## src/rtl/sliding_window_gen.sv

```systemverilog
// KxK sliding-window generator: K-1 line delays feed a KxK tap array, raster-order input.
// Optional Frame_Done output is built only when SWG_FRAME_DONE_EN is defined.
module sliding_window_gen #(
  parameter int IMG_Width  = 8,
  parameter int IMG_Height = 8,
  parameter int Datawidth  = 8,
  parameter int K          = 3
) (
  input  logic                         CLK,
  input  logic                         CLR,
  input  logic [Datawidth-1:0]         In,
  input  logic                         Valid_IN,
  input  logic                         Frame_Start,
  output logic [K*K*Datawidth-1:0]     Window,
  output logic                         Valid_OUT
`ifdef SWG_FRAME_DONE_EN
  ,
  output logic                         Frame_Done
`endif
);

  localparam int CW = $clog2(IMG_Width);
  localparam int RW = $clog2(IMG_Height);
  localparam logic [CW-1:0] COL_LAST = CW'(IMG_Width - 1);
  localparam logic [RW-1:0] ROW_LAST = RW'(IMG_Height - 1);
  localparam logic [CW-1:0] COL_MIN  = CW'(K - 1);
  localparam logic [RW-1:0] ROW_MIN  = RW'(K - 1);

  logic [CW-1:0] col_q, col_d, pos_col;
  logic [RW-1:0] row_q, row_d, pos_row;
  logic          vld_q, vld_d;

  logic [Datawidth-1:0] lb_q   [K-1][IMG_Width];
  logic [Datawidth-1:0] lb_d   [K-1][IMG_Width];
  logic [Datawidth-1:0] win_q  [K][K];
  logic [Datawidth-1:0] win_d  [K][K];
  logic [Datawidth-1:0] row_in [K];

  // Position of the pixel being accepted this cycle; Frame_Start forces it to (0,0).
  always_comb begin
    pos_col = col_q;
    pos_row = row_q;
    if (Frame_Start) begin
      pos_col = '0;
      pos_row = '0;
    end
    col_d = col_q;
    row_d = row_q;
    vld_d = 1'b0;
    if (Valid_IN) begin
      vld_d = (pos_row >= ROW_MIN) && (pos_col >= COL_MIN);
      if (pos_col == COL_LAST) begin
        col_d = '0;
        row_d = (pos_row == ROW_LAST) ? '0 : pos_row + 1'b1;
      end else begin
        col_d = pos_col + 1'b1;
        row_d = pos_row;
      end
    end else if (Frame_Start) begin
      col_d = '0;
      row_d = '0;
    end
  end

  // Window row K-1 takes the live pixel; row K-2-j takes the output of line delay j.
  always_comb begin
    lb_d  = lb_q;
    win_d = win_q;
    row_in[K-1] = In;
    for (int j = 0; j < K-1; j++) begin
      row_in[K-2-j] = lb_q[j][IMG_Width-1];
    end
    if (Valid_IN) begin
      lb_d[0][0] = In;
      for (int j = 1; j < K-1; j++) begin
        lb_d[j][0] = lb_q[j-1][IMG_Width-1];
      end
      for (int j = 0; j < K-1; j++) begin
        for (int i = 1; i < IMG_Width; i++) begin
          lb_d[j][i] = lb_q[j][i-1];
        end
      end
      for (int r = 0; r < K; r++) begin
        for (int c = 0; c < K-1; c++) begin
          win_d[r][c] = win_q[r][c+1];
        end
        win_d[r][K-1] = row_in[r];
      end
    end
  end

  always_ff @(posedge CLK or negedge CLR) begin
    if (!CLR) begin
      col_q <= '0;
      row_q <= '0;
      vld_q <= 1'b0;
      lb_q  <= '{default: '0};
      win_q <= '{default: '0};
    end else begin
      col_q <= col_d;
      row_q <= row_d;
      vld_q <= vld_d;
      lb_q  <= lb_d;
      win_q <= win_d;
    end
  end

  for (genvar r = 0; r < K; r++) begin : g_row
    for (genvar c = 0; c < K; c++) begin : g_col
      assign Window[(r*K+c)*Datawidth +: Datawidth] = win_q[r][c];
    end
  end

  assign Valid_OUT = vld_q;

`ifdef SWG_FRAME_DONE_EN
  logic fd_q, fd_d;

  always_comb begin
    fd_d = Valid_IN && (pos_row == ROW_LAST) && (pos_col == COL_LAST);
  end

  always_ff @(posedge CLK or negedge CLR) begin
    if (!CLR) fd_q <= 1'b0;
    else      fd_q <= fd_d;
  end

  assign Frame_Done = fd_q;
`endif

endmodule

```

## config.mk

```make
export PLATFORM = sky130hd
export DESIGN_NAME = sliding_window_gen
export DESIGN_NICKNAME = d
export VERILOG_FILES = /design/src/rtl/sliding_window_gen.sv
export SDC_FILE = /design/constraint.sdc
export NUM_CORES = 1
export LEC_CHECK = 0
export CORE_UTILIZATION = 60
export CTS_CLUSTER_SIZE = 28
export DETAILED_ROUTE_END_ITERATION = 10
export PLACE_DENSITY_LB_ADDON = 0.2
export SLEW_MARGIN = 20
export SYNTH_ARGS = -nofsm -noshare
export SYNTH_HDL_FRONTEND = slang
export SYNTH_SLANG_ARGS = --single-unit
```

## constraint.sdc

```tcl
create_clock -name CLK -period 3 [get_ports CLK]
set_clock_uncertainty 0.2 [all_clocks]
set_input_delay 0.3 -clock CLK [delete_from_list [all_inputs] [get_ports CLK]]
set_output_delay 0.3 -clock CLK [all_outputs]
set_load 0.02 [all_outputs]
```

==> impl_metrics.py <==
metrics = {
    "sta": {
        "min_period_ns": 1.946,
        "fin_setup_tns_ns": 0,
        "fmax_ghz": 0.5140,
        "max_slew.worst_pin.slew_ns": 0.5160,
        "grt_setup_unrepaired": "no",
        "min_period_over_period_pct": 64.85,
        "setup_viol_count_final": 0,
        "finalMaxSlewViolations": 0,
        "max_slew_margin_pct": 65.60,
        "hold_viol": 0,
    },
    "detailed_routing": {
        "drc_errors": 0,
        "dr.pass1.iters": 4,
        "drt_iter0_drc": 115,
        "via_per_inst": 5.160,
        "topRoutingLayerUsed": "met4",
        "via_count": 3091,
        "wl_met3_um": 479,
        "wl_per_cell_um": 16.47,
        "met2_length_um": 4913,
        "antenna_left": 0,
        "routed_wl_um": 9868,
        "wl_met1_um": 4416,
    },
    "placed_design": {
        "portBuffers": 84,
        "gp_congestion": 0.6973,
        "postPlaceCellArea_um2": 7370,
        "hpwl_um": 6009,
        "dp_cells": 567,
    },
    "clocking": {
        "clkSlewWorstSetupHoldPaths_ns": 0.06,
        "cts-root-buf": "clkbuf_16",
        "ctsResizeCount": 0,
        "numCtsBuffers": 17,
        "clk_latency_ns": 0.41,
        "cts.sinks": 159,
        "tritoncts": "yes",
        "htree_levels": 4,
        "cts_hold_buf": 1,
        "post-cts-setup-buffer-count": 0,
        "cts.path.max_buffers": 2,
    },
    "yosys": {
        "synth-seq-area-share_pct": 58.35,
        "syn_nets": 419,
        "ys_types": 17,
        "synth.avg_cell_area_um2": 16.96,
        "synth_seq_cells": 159,
        "ys_warn_count": 0,
        "synth_cells": 402,
        "syn_area_um2": 6819,
    },
    "critical_path": {
        "crit_slowest_cell": "clkdlybuf4s50_1",
        "critPathArrivalTime_ns": 1.45,
        "critPathCaptureType": "output pin",
        "cp_num_buf_inv": 1,
        "cp-start-kind": "flip-flop",
        "worst-r2r-setup-slack_ns": 1.29,
        "crit_chain": "clkdlybuf4s50_1",
        "cp_max_fo": 3,
        "cp.required_ns": 2.50,
        "critPathTopFamily": "buffers and inverters",
        "cp_slowest_stage_delay_ns": 0.64,
        "timing.rr.end": "row_q[1]$_DFF_PN0_",
        "reg2regPathDepth": 5,
        "crit_type": "reg -> out",
        "r2r-start": "col_q[1]$_DFF_PN0_",
    },
    "min_path": {
        "worst_hold_path.num_cells": 2,
        "holdPathEnd": "Valid_OUT$_DFF_PN0_",
        "hold_path_class": "in -> reg",
        "hp-start": "Valid_IN",
    },
    "finish": {
        "fin_area_um2": 7961,
        "drive_above_1_share_pct": 41.39,
        "final_cells": 599,
        "diodes": 0,
        "area_growth_pct": 16.75,
        "nets": 464,
    },
    "flow_run": {
        "maxCapViolCount": 0,
    },
    "floorplanning": {
        "die_area_um2": 11800,
        "fp.dieW_um": 108.6,
        "coreArea_um2": 10940,
        "boundaryPins": 85,
        "die_h_um": 108.6,
        "start_util_pct": 62.36,
        "rows": 38,
    },
    "power_and_ir_drop": {
        "vdd_drop_max_uv": 964.3,
        "leakage_nw": 3.738,
        "finalPower_mw": 8.126,
        "p_per_area_nw_per_um2": 1021,
    },
    "global_route": {
        "gr-total-overflow": 0,
        "grt_pass1_vias": 3364,
        "grt_pass1_wl_um": 16960,
        "grt_use_total_pct": 19.16,
        "grt_max_degree": 69,
        "antenna_found_initial": 0,
    },
    "run_status": {
        "status": "completed",
    },
}
==> power by group <==
group,leakage [nW],switching [mW],total [mW],internal (mW)
combinational,1.53,0.927,2.49,1.56
clock,0.288,0.769,2.11,1.34
sequential,1.92,0.548,3.52,2.98
==> through the flow <==
| step | utilization, % | setup slack [ns] | hold slack, ns |
|---|---|---|---|
| 2_1_floorplan | - | 1.396 | -0.1956 |
| 3_3_place_gp | 67.39 | 0.7715 | 0.08180 |
| 3_5_place_dp | 67.39 | 0.6611 | 0.09517 |
| 4_1_cts | 72.80 | 1.017 | 0.2155 |
| 5_1_grt | 72.80 | 0.9823 | 0.2213 |
| 6_report | 72.80 | 1.054 | 0.2184 |
==> cells in the final DEF (no fill, tap or decap), types with 2 or more instances in the layout <==
master,count
bufinv_16,3
buf_4,5
clkdlybuf4s50_1,82
dfrtp_1,159
nor2b_1,5
clkbuf_1,5
xnor2_1,3
clkinv_2,4
mux2_4,101
inv_1,3
clkbuf_8,3
buf_12,2
ha_1,5
clkbuf_16,17
mux2_2,54
==> synth_stat cells (all sizes together) <==
cell type	n	share of area, %
mux2	155	31
ha	5	0.92
nor2b	5	0.46
o311a	1	0.15
o21bai	1	0.11
nor2	1	0.055
buf	66	8.0
xnor2	3	0.39
nand3	1	0.073
dfrtp	159	58
nand2	1	0.055
nand2b	1	0.092
inv	3	0.17
==> routing by layer <==
| metal | vias to the layer above | GRT usage, % |
|---|---|---|
| met3 | 4 | 7.113 |
| met2 | 70 | 29.88 |
| met4 | 0 | 6.660 |
| li1 | 1420 | - |
| met1 | 1597 | 24.67 |
| met5 | - | 0 |
==> worst max path at each step <==
stage,depth (start not counted),start,slack [ns],to
final,1,Window[34]$_DFFE_PN0P_,1.05,Window[34]
after CTS,1,Window[34]$_DFFE_PN0P_,1.02,Window[34]
after global placement,7,Frame_Start,0.77,row_q[1]$_DFF_PN0_
after global routing,1,Window[42]$_DFFE_PN0P_,0.98,Window[42]
after floorplan,5,col_q[1]$_DFF_PN0_,1.40,row_q[1]$_DFF_PN0_
after detailed placement,7,Frame_Start,0.66,row_q[1]$_DFF_PN0_
==> final cells by class <==
type | instances | area, um^2
repair buffers | 92 | 933.4
multi-input cells | 174 | 2281
clock buffers | 24 | 471.7
flip-flops and latches | 159 | 3979
clock inverters | 7 | 110.1
well taps | 140 | 175.2
inverters | 3 | 11.26
fillers | 724 | 2974
==> sequential cells by signal (all words and copies together) (netlist names) <==
register,cells
col_q,3
Window,72
Valid_OUT,1
lb_q,80
row_q,3
==> worst reg2reg max path, delay by kind of cell (launching register included) <==
family,cells,cell delay (ns)
fa+ha+maj,2,0.41
flops,1,0.36
mux,1,0.34
simple gates,2,0.29
==> cell families after synthesis <==
kind of cell,count (synthesis),synth area share [%]
multiplexers,155,31.16
AO/OA/AOI/OAI,2,0.2569
AND/OR/NAND/NOR,9,0.7338
adder cells (fa/ha/maj),5,0.9174
buffers and inverters,69,8.202
XOR/XNOR,3,0.3854
flip-flops,159,58.35
Note: power is estimated with default switching activity, not from simulation.
